### src/rtl/rs_issue_sched_pkg.sv
// Shared types, sizing constants and selection helpers for the issue scheduler.
// Build option: ISSUE_SCHED_RR_EN selects round-robin arbitration in
// rs_issue_sched (fixed lowest-index priority when undefined).
package rs_issue_sched_pkg;

    localparam int RS_SIZE   = 16;
    localparam int MULT_LAT  = 4;
    localparam int BR_MASK_W = 4;
    localparam int RS_IDX_W  = $clog2(RS_SIZE);

    typedef logic [BR_MASK_W-1:0] BRANCH_MASK;
    typedef logic [RS_IDX_W-1:0]  RS_IDX;
    typedef logic [RS_SIZE-1:0]   rs_vec_t;

    // Pick the first set request at or above 'start', wrapping to index 0.
    function automatic rs_vec_t pselect(input rs_vec_t req, input RS_IDX start);
        rs_vec_t gnt;
        logic    found;
        int      pos;
        gnt   = {RS_SIZE{1'b0}};
        found = 1'b0;
        for (int k = 0; k < RS_SIZE; k++) begin
            pos = int'(start) + k;
            if (pos >= RS_SIZE) begin
                pos = pos - RS_SIZE;
            end else begin
                pos = pos;
            end
            if (!found && req[RS_IDX'(pos)]) begin
                gnt[RS_IDX'(pos)] = 1'b1;
                found             = 1'b1;
            end else begin
                found = found;
            end
        end
        return gnt;
    endfunction

    // Encode a one-hot (or zero) vector into its binary index; zero maps to 0.
    function automatic RS_IDX onehot_to_binary(input rs_vec_t oh);
        RS_IDX idx;
        idx = {RS_IDX_W{1'b0}};
        for (int i = 0; i < RS_SIZE; i++) begin
            if (oh[RS_IDX'(i)]) begin
                idx = idx | RS_IDX'(i);
            end else begin
                idx = idx;
            end
        end
        return idx;
    endfunction

endpackage

### src/rtl/rs_issue_sched_cdb_slot_tracker.sv
// CDB slot tracker: remembers which future CDB cycles are already owned by
// in-flight multiplies, together with the branch mask of each owner.
// Bit k of rsv means the CDB k+1 cycles from now is claimed.
module cdb_slot_tracker
    import rs_issue_sched_pkg::*;
(
    input  logic                clock,
    input  logic                reset,
    input  logic                claim_en,
    input  BRANCH_MASK          claim_mask,
    input  logic                squash_en,
    input  BRANCH_MASK          squash_mask,
    input  logic                resolve_en,
    input  BRANCH_MASK          resolve_mask,
    output logic [MULT_LAT-1:0] rsv,
    output logic                rsv_first,
    output logic                rsv_last
);

    logic [MULT_LAT-1:0]                rsv_r;
    logic [MULT_LAT-1:0]                rsv_s;
    logic [MULT_LAT-1:0][BR_MASK_W-1:0] mask_r;
    logic [MULT_LAT-1:0][BR_MASK_W-1:0] mask_s;
    logic [MULT_LAT-1:0]                squash_hit_s;
    BRANCH_MASK                         keep_s;

    assign keep_s = resolve_en ? ~resolve_mask : {BR_MASK_W{1'b1}};

    // Flag claims owned by the mispredicted branch, judged on current contents.
    always_comb begin
        squash_hit_s = {MULT_LAT{1'b0}};
        for (int k = 0; k < MULT_LAT; k++) begin
            squash_hit_s[k] = squash_en & (|(mask_r[k] & squash_mask));
        end
    end

    // Advance all claims one slot, drop squashed ones, strip resolved bits, add new claim.
    always_comb begin
        rsv_s  = {MULT_LAT{1'b0}};
        mask_s = {(MULT_LAT*BR_MASK_W){1'b0}};
        for (int k = 0; k < MULT_LAT - 1; k++) begin
            rsv_s[k] = rsv_r[k+1] & ~squash_hit_s[k+1];
            if (rsv_s[k]) begin
                mask_s[k] = mask_r[k+1] & keep_s;
            end else begin
                mask_s[k] = {BR_MASK_W{1'b0}};
            end
        end
        // A grant this cycle lands on the CDB MULT_LAT-1 cycles after the edge.
        if (claim_en) begin
            rsv_s[MULT_LAT-2]  = 1'b1;
            mask_s[MULT_LAT-2] = claim_mask;
        end else begin
            rsv_s[MULT_LAT-2]  = rsv_s[MULT_LAT-2];
            mask_s[MULT_LAT-2] = mask_s[MULT_LAT-2];
        end
    end

    // Claim and mask storage with synchronous active-low reset.
    always_ff @(posedge clock) begin
        if (!reset) begin
            rsv_r  <= {MULT_LAT{1'b0}};
            mask_r <= {(MULT_LAT*BR_MASK_W){1'b0}};
        end else begin
            rsv_r  <= rsv_s;
            mask_r <= mask_s;
        end
    end

    assign rsv       = rsv_r;
    assign rsv_first = rsv_r[0];
    assign rsv_last  = rsv_r[MULT_LAT-1];

endmodule

### src/rtl/rs_issue_sched.sv
// Issue scheduler: grants at most one ready RS entry per cycle to the ALU or
// the pipelined multiplier while keeping the single CDB collision-free.
// Build option ISSUE_SCHED_RR_EN: round-robin arbitration from a rotating
// pointer; when undefined, the lowest eligible index always wins.
module rs_issue_sched
    import rs_issue_sched_pkg::*;
(
    input  logic                         clock,
    input  logic                         reset,
    input  logic [RS_SIZE-1:0]           req_vec,
    input  logic [RS_SIZE-1:0]           req_is_mult,
    input  logic [RS_SIZE*BR_MASK_W-1:0] req_br_mask,
    input  logic                         fu_stall,
    input  logic                         squash_en,
    input  logic [BR_MASK_W-1:0]         squash_mask,
    input  logic                         resolve_en,
    input  logic [BR_MASK_W-1:0]         resolve_mask,
    output logic [RS_SIZE-1:0]           grant,
    output logic                         grant_valid,
    output logic [RS_IDX_W-1:0]          grant_idx,
    output logic                         grant_is_mult,
    output logic [MULT_LAT-1:0]          cdb_rsv
);

    logic [RS_SIZE-1:0][BR_MASK_W-1:0] entry_mask_s;
    rs_vec_t                           eligible_s;
    rs_vec_t                           grant_s;
    RS_IDX                             grant_idx_s;
    RS_IDX                             start_s;
    logic                              grant_valid_s;
    logic                              grant_mult_s;
    BRANCH_MASK                        claim_mask_s;
    logic [MULT_LAT-1:0]               rsv_vec_s;
    logic                              rsv_first_s;
    logic                              rsv_last_s;

    assign entry_mask_s = req_br_mask;

    // An entry may issue only if its CDB slot is free, it is not being squashed,
    // the FUs can accept it and the block is out of reset.
    always_comb begin
        eligible_s = {RS_SIZE{1'b0}};
        for (int i = 0; i < RS_SIZE; i++) begin
            eligible_s[i] = req_vec[i]
                          & (req_is_mult[i] ? ~rsv_last_s : ~rsv_first_s)
                          & ~(squash_en & (|(entry_mask_s[i] & squash_mask)))
                          & ~fu_stall
                          & reset;
        end
    end

    // Arbitrate and derive index, target unit and claim mask of the winner.
    always_comb begin
        grant_s       = pselect(eligible_s, start_s);
        grant_idx_s   = onehot_to_binary(grant_s);
        grant_valid_s = |grant_s;
        grant_mult_s  = |(grant_s & req_is_mult);
        claim_mask_s  = {BR_MASK_W{1'b0}};
        for (int i = 0; i < RS_SIZE; i++) begin
            if (grant_s[i]) begin
                claim_mask_s = claim_mask_s | entry_mask_s[i];
            end else begin
                claim_mask_s = claim_mask_s;
            end
        end
    end

`ifdef ISSUE_SCHED_RR_EN
    RS_IDX rr_ptr_r;

    // Rotate the search start to just past the last winner; hold when idle.
    always_ff @(posedge clock) begin
        if (!reset) begin
            rr_ptr_r <= {RS_IDX_W{1'b0}};
        end else if (grant_valid_s) begin
            if (grant_idx_s == RS_IDX'(RS_SIZE - 1)) begin
                rr_ptr_r <= {RS_IDX_W{1'b0}};
            end else begin
                rr_ptr_r <= grant_idx_s + RS_IDX'(1);
            end
        end else begin
            rr_ptr_r <= rr_ptr_r;
        end
    end

    assign start_s = rr_ptr_r;
`else
    assign start_s = {RS_IDX_W{1'b0}};
`endif

    cdb_slot_tracker u_tracker (
        .clock        (clock),
        .reset        (reset),
        .claim_en     (grant_mult_s),
        .claim_mask   (claim_mask_s),
        .squash_en    (squash_en),
        .squash_mask  (squash_mask),
        .resolve_en   (resolve_en),
        .resolve_mask (resolve_mask),
        .rsv          (rsv_vec_s),
        .rsv_first    (rsv_first_s),
        .rsv_last     (rsv_last_s)
    );

    assign grant         = grant_s;
    assign grant_valid   = grant_valid_s;
    assign grant_idx     = grant_idx_s;
    assign grant_is_mult = grant_mult_s;
    // Reset forces every output low, including stale claims still in storage.
    assign cdb_rsv       = reset ? rsv_vec_s : {MULT_LAT{1'b0}};

endmodule

### config.mk
export PLATFORM = sky130hd
export DESIGN_NAME = rs_issue_sched
export DESIGN_NICKNAME = d
export VERILOG_FILES = /design/src/rtl/rs_issue_sched_pkg.sv /design/src/rtl/rs_issue_sched_cdb_slot_tracker.sv /design/src/rtl/rs_issue_sched.sv
export SDC_FILE = /design/constraint.sdc
export NUM_CORES = 1
export LEC_CHECK = 0
export CAP_MARGIN = 30
export CORE_ASPECT_RATIO = 0.7
export CORE_MARGIN = 5
export CORE_UTILIZATION = 39
export CTS_BUF_LIST = sky130_fd_sc_hd__clkbuf_4 sky130_fd_sc_hd__clkbuf_8 sky130_fd_sc_hd__clkbuf_16
export DETAILED_ROUTE_END_ITERATION = 16
export PLACE_DENSITY = 0.87
export SLEW_MARGIN = 25
export SYNTH_ARGS = -nofsm -noshare
export SYNTH_HDL_FRONTEND = slang
export SYNTH_SLANG_ARGS = --single-unit
### constraint.sdc
create_clock -name clock -period 8.05 [get_ports clock]
set_input_delay 1.61 -clock clock [delete_from_list [all_inputs] [get_ports clock]]
set_output_delay 1.61 -clock clock [all_outputs]
set_load 0.05 [all_outputs]
==> summary.md <==
| Metric | Value |
|---|---|
| Total wire length | `9.50 mm` |
| Top Ports | `135` |
| Cts bufs inserted | `3` |
| Detail Placement HPWL | `7.53 mm` |
| Largest net degree at the start of global routing | `25` |
| Drc violations | `0` |
| Clock Skews | `0.00124 ns` |
| Slew Viols, Final | `0` |
| Root Driver | `clkbuf_8` |
| Final WS setup | `0.835 ns` |
| Crit Path Category | `in2out` |
| Seq cells post-synth | `11` |
| # nets final | `497` |
| Total GRT Usage | `27.6%` |
| Maxcap violations | `0` |
| Die Ht | `69.8 um` |
| DIE AREA | `6650 sq um` |
| PD cells | `102 nW/um^2` |
| # rows | `21` |
| Synth async-reset ratio | `0%` |
| Synth Flop Type | `dfxtp_1` |
| Syn Area/Cell | `7.42 sq um` |
| Setup TNS | `0 ns` |
| CP required | `6.44 ns` |
| Most common cell after layout, fill and taps aside | `clkdlybuf4s50_1` |
| Pre-CTS setup slack | `0.931 ns` |
| Min Hold Slack | `0.485 ns` |
| H-tree levels | `1` |
| Initial DRC Count | `255` |
| Gr ovfl total | `0` |
| Max VDD drop | `68.9 uV` |
| Synth warnings | `0` |
| EDFF count, synth | `0` |
| Clock Tree Buf Depth | `2` |
| CTS hold repair buffers | `0` |
| Nature of the critical path startpoint | `primary input` |
| # port buffers | `133` |
| Rel. slew slack | `44.3%` |
| Post-Syn Area | `1990 sq um` |
| Final setup viols | `0` |
| CP max FO | `18` |
| Final ANT Viol Nets | `0` |
| CTS tree | `done` |
| Final period util | `89.6%` |
| Vias per inst | `6.45` |
| Mapped Nets | `377` |
| Outcome | `finished clean` |
| Most frequent cells in the layout | `clkdlybuf4s50_1, a22oi_1, nand2_1, nor2_1, a22o_1` |
| Post-synthesis cell type count | `59` |
| Initial antenna violation count | `0` |
| CP Capture Type | `output port` |
| Leakage | `1.20 nW` |
| Clock slew at reported path FFs | `0.05 ns` |
| Post-CTS Resized | `0` |
| Fmax | `139 MHz` |
| Hold Fails Final Rpt | `0` |
| Final RePlAce weighted congestion | `0.965` |
| Seq/Total Area, Yosys | `11.1%` |
| CP Data Arrival Time | `5.60 ns` |
| Initial Util | `40.9%` |
| Hold WC Path Type | `reg2reg` |
| Core Util, Final | `68.0%` |
| Area grow syn2layout | `66.1%` |
| Proportion of layout cells with a drive suffix above 1 | `5.68%` |
| Post-CTS Setup Bufs | `0` |
| Vias | `2943` |
| Slew @ Worst Pin | `0.833 ns` |
| DRT Pass-1 Iters | `5` |
| RSZ-0062 raised after global routing | `false` |
| First-pass GRT wire length | `14.6 mm` |
| CTS sink count | `11` |
| # diodes | `0` |
| Chip Width | `95.4 um` |
| Mapped Cells | `268` |
| Worst-skew pair later-pin latency | `0.24 ns` |
| Core Area | `4860 sq um` |
| Final Critical Period | `7.21 ns` |
| DR WL/cell | `20.8 um` |
| Vias in the first global route | `2928` |
[kinds of logic (layout without fill, tap and decap cells)]
logic type | count (synthesis) | count (layout) | share of synthesized area [%]
flops | 11 | 11 | 11.1
simple gates | 108 | 108 | 31.6
buf+inv | 24 | 143 | 9.12
other cells | 1 | 1 | 0.188
compound gates | 124 | 124 | 48.1
[area by class of cell]
class / instances / area [sq um]
multi-input combinational: 233 / 1590
fill: 393 / 1560
sequential: 11 / 220
tap: 69 / 86.3
inverter: 4 / 15.0
timing repair buffer: 135 / 1350
clock buffer: 4 / 48.8
[worst max-delay path, cell delays in order]
cell and delay, ns:
clkdlybuf4s50_1 1.01, a22o_1 0.26, o21ai_1 0.10, and4_1 0.38, nor4_2 0.53, nand3_1 0.32, nor3_1 0.33, a211oi_1 0.10
nand3_1 0.12, clkdlybuf4s50_1 0.83
[worst paths after layout]
kind,slack [ns],from,endpoint,cells past startpoint
hold / removal,0.48,u_tracker.mask_r[10]$_SDFF_PN0_,u_tracker.mask_r[6]$_SDFF_PN0_,1
setup reg to reg,5.22,u_tracker.rsv[0]$_SDFF_PN0_,u_tracker.mask_r[9]$_SDFF_PN0_,8
hold reg to reg,0.48,u_tracker.mask_r[10]$_SDFF_PN0_,u_tracker.mask_r[6]$_SDFF_PN0_,1
setup / recovery,0.84,squash_mask[0],grant_idx[1],10
[cells in the mapped netlist (8+ instances only)]
library cell  count  area share (%)
a21oi_1          13             3.3
a22o_1           18             7.9
a22oi_1          31              12
buf_6             8             4.5
dfxtp_1          11              11
nand2_1          21             4.0
nand3_1          12             3.0
nand4_1           8             2.5
nor2_1           19             3.6
o211ai_1         12             4.5
[metrics by stage]
| step | cells | cell area [sq um] | total power [mW] |
|---|---|---|---|
| floorplan | 268 | 1990 | 0.180 |
| global placement | 452 | 3260 | 0.276 |
| detailed placement | 452 | 3260 | 0.277 |
| CTS | 456 | 3300 | 0.336 |
| global route | 456 | 3300 | 0.356 |
| finish | 456 | 3300 | 0.338 |
[registers in the layout (all words and copies together), names as in the netlist]
signal / flops
u_tracker.rsv: 3
u_tracker.mask_r: 8
[power by group]
part | internal [mW] | switching, mW | total (mW)
clock network | 0.0380 | 0.0197 | 0.0577
logic | 0.0990 | 0.117 | 0.216
registers | 0.0607 | 0.00351 | 0.0642
[layer usage]
metal  GRT usage [%]  vias up  share of wire (%)
met5               0        -                  0
met2            43.0      232                 43
met4            8.64        0                1.6
met3            6.94       18                 13
met1            36.8     1358                 43
li1                -     1335                  -
(Power assumes the default switching activity.)
==> RTL change, RTL diff (same flow settings) <==
Change the package constant `MULT_LAT` from 4 to 3.
--- a/src/rtl/rs_issue_sched_pkg.sv
+++ b/src/rtl/rs_issue_sched_pkg.sv
@@ -5,5 +5,5 @@
 
     localparam int RS_SIZE   = 16;
-    localparam int MULT_LAT  = 4;
+    localparam int MULT_LAT  = 3;
     localparam int BR_MASK_W = 4;
     localparam int RS_IDX_W  = $clog2(RS_SIZE);
Interface: changed (resized cdb_rsv); port bits go from 135 to 134. No check against the original RTL was run, so the function may have changed too.
==> RTL change against the original RTL <==
Wire length shrank 7.1%; synthesized area shrank 5.3%; largest cell class unchanged; first-iteration DRC count grew 37%; critical path type unchanged; count of clock-buffer cells in the layout shrank 1; sequential cell count shrank 5; sequential share of layout area shrank 2.8 points; critical endpoint is now grant_idx[0]; final cell count shrank 7.7%; final area shrank 5.6%; setup slack lost 0.076 ns; register-to-register slack lost 0.17 ns; total power shrank 8.3%; maximum frequency shrank 1.0%; die area shrank 4.7%.
==> RTL change: results (changes against the original RTL) <==
placement:
  gp_congestion: 1.02  # +5.5%
  dpl_cell_area_um2: 3080  # -5.5%
  io_buffers: 127  # -4.5%
  hpwl_um: 7330  # -2.6%
grt:
  use_met2_pct: 43.3  # +0.34 points
  grt_max_degree: 24  # -4.0%
  met3_usage_pct: 8.02  # +1.1 points
  grt_usage_pct: 26.6  # -0.96 points
  grt_pass1_wl_um: 13200  # -9.8%
  grt_pass1_vias: 2600  # -11%
  antenna_found_initial: 0  # unchanged
  use_met1_pct: 36.0  # -0.86 points
min_path:
  worstHoldStart: "u_tracker.mask_r[6]$_SDFF_PN0_"
synthesis:
  ys_seq_area_share_pct: 6.38  # -4.7 points
  ys_warn_count: 0  # unchanged
  synth.area.top_cells: "a22o_1 (10%), a22oi_1 (9.2%), buf_6 (7.2%)"
  synth.net_count: 358  # -5.0%
  ys_top_cells_by_count: "a22oi_1 (23), a22o_1 (22), nor2_1 (17)"
  synth_compound_area_share_pct: 53.1  # +5.0 points
setup_path:
  cp-startpoint: "squash_mask[2]"
  critical_path_arrival_ns: 5.68  # +0.08 ns
  crit_path_max_fanout: 11  # -7
power_and_ir_drop:
  leakage_nw: 1.13  # -6.1%
  ir_drop_mv: 0.0521  # -24%
outcome:
  status: "complete, no violations"
finish:
  largest_reg_flops: 4  # -4
  drive_above_1_share_pct: 8.79  # +3.1 points
  final_nets: 475  # -4.4%
  nFillCells: 415  # +5.6%
clock_network:
  clock_latency_ns: 0.23
  cts_root_buffer: "clkbuf_8"
drt:
  first_iter_violations: 350  # +37%
  wirelength_um: 8820  # -7.1%
  viasPerCell: 6.57  # +1.7%
sta:
  tightestPinTransition_ns: 0.868  # +0.0343 ns
  skew_ns: 0.00338  # +0.00214 ns
RTL change: changes by cell type after synthesis, sizes merged, moves of 4 or more:
cell     delta
and3        -4
a22o        +8
dfxtp       -5
a22oi       -9
nand2       -6
o21ai      +12
o2111ai     +4
nand3       -5
a221oi      +4
RTL change: area by class of cell:
cell class | instances | share of cell area (%)
clock buffer | 3 | 1.32
inverter | 7 | 0.842
multi-input combinational | 215 | 49.5
sequential | 6 | 3.85
tap | 57 | 2.29
timing repair buffer | 133 | 42.2
RTL change: through the flow:
step	total power, W	setup WS, ns	cells	hold WS [ns]	utilization [%]
detailed placement	0.000258	0.835	418	0.540	65.1
finish	0.000310	0.760	421	0.545	66.0
global placement	0.000256	0.856	418	0.527	65.1
floorplan	0.000164	1.39	249	0.499	-
CTS	0.000305	0.828	421	0.543	66.0
global route	0.000323	0.587	421	0.605	66.0
RTL change: worst max-delay path, cell delays in order:
cell and delay, ns:
clkdlybuf4s50_1 0.77, buf_4 0.24, a22oi_1 0.08, a21boi_0 0.54
o22ai_2 0.25, nor4b_4 0.31, buf_4 0.21, nand2_1 0.18
nor3_1 0.35, nor2_1 0.16, nand3_1 0.15, clkdlybuf4s50_1 0.82
RTL change: cells by family after synthesis:
| group | Yosys count |
|---|---|
| buffers and inverters | 28 |
| AO/OA/AOI/OAI | 127 |
| flip-flops | 6 |
| other | 1 |
| AND/OR/NAND/NOR | 87 |
RTL change: per-layer routing:
layer	vias up	wire [µm]
met2	200	3820
met1	1282	3750
li1	1256	-
met5	-	0
met3	26	1120
met4	0	129
RTL change: path summary, 6_finish.rpt:
check / end / slack, ns / depth (start not counted)
worst max-delay path: grant_idx[0] / 0.76 / 12
worst min-delay path: u_tracker.rsv[0]$_SDFF_PN0_ / 0.54 / 3
worst max register to register: u_tracker.mask_r[7]$_SDFF_PN0_ / 5.05 / 9
worst min register to register: u_tracker.rsv[0]$_SDFF_PN0_ / 0.54 / 3
RTL change: power by group:
| group | switching, W | total [W] | internal [W] |
|---|---|---|---|
| registers | 0.00000302 | 0.0000380 | 0.0000350 |
| logic | 0.000122 | 0.000224 | 0.000103 |
| clock network | 0.0000151 | 0.0000474 | 0.0000323 |
| total | 0.000140 | 0.000310 | 0.000170 |
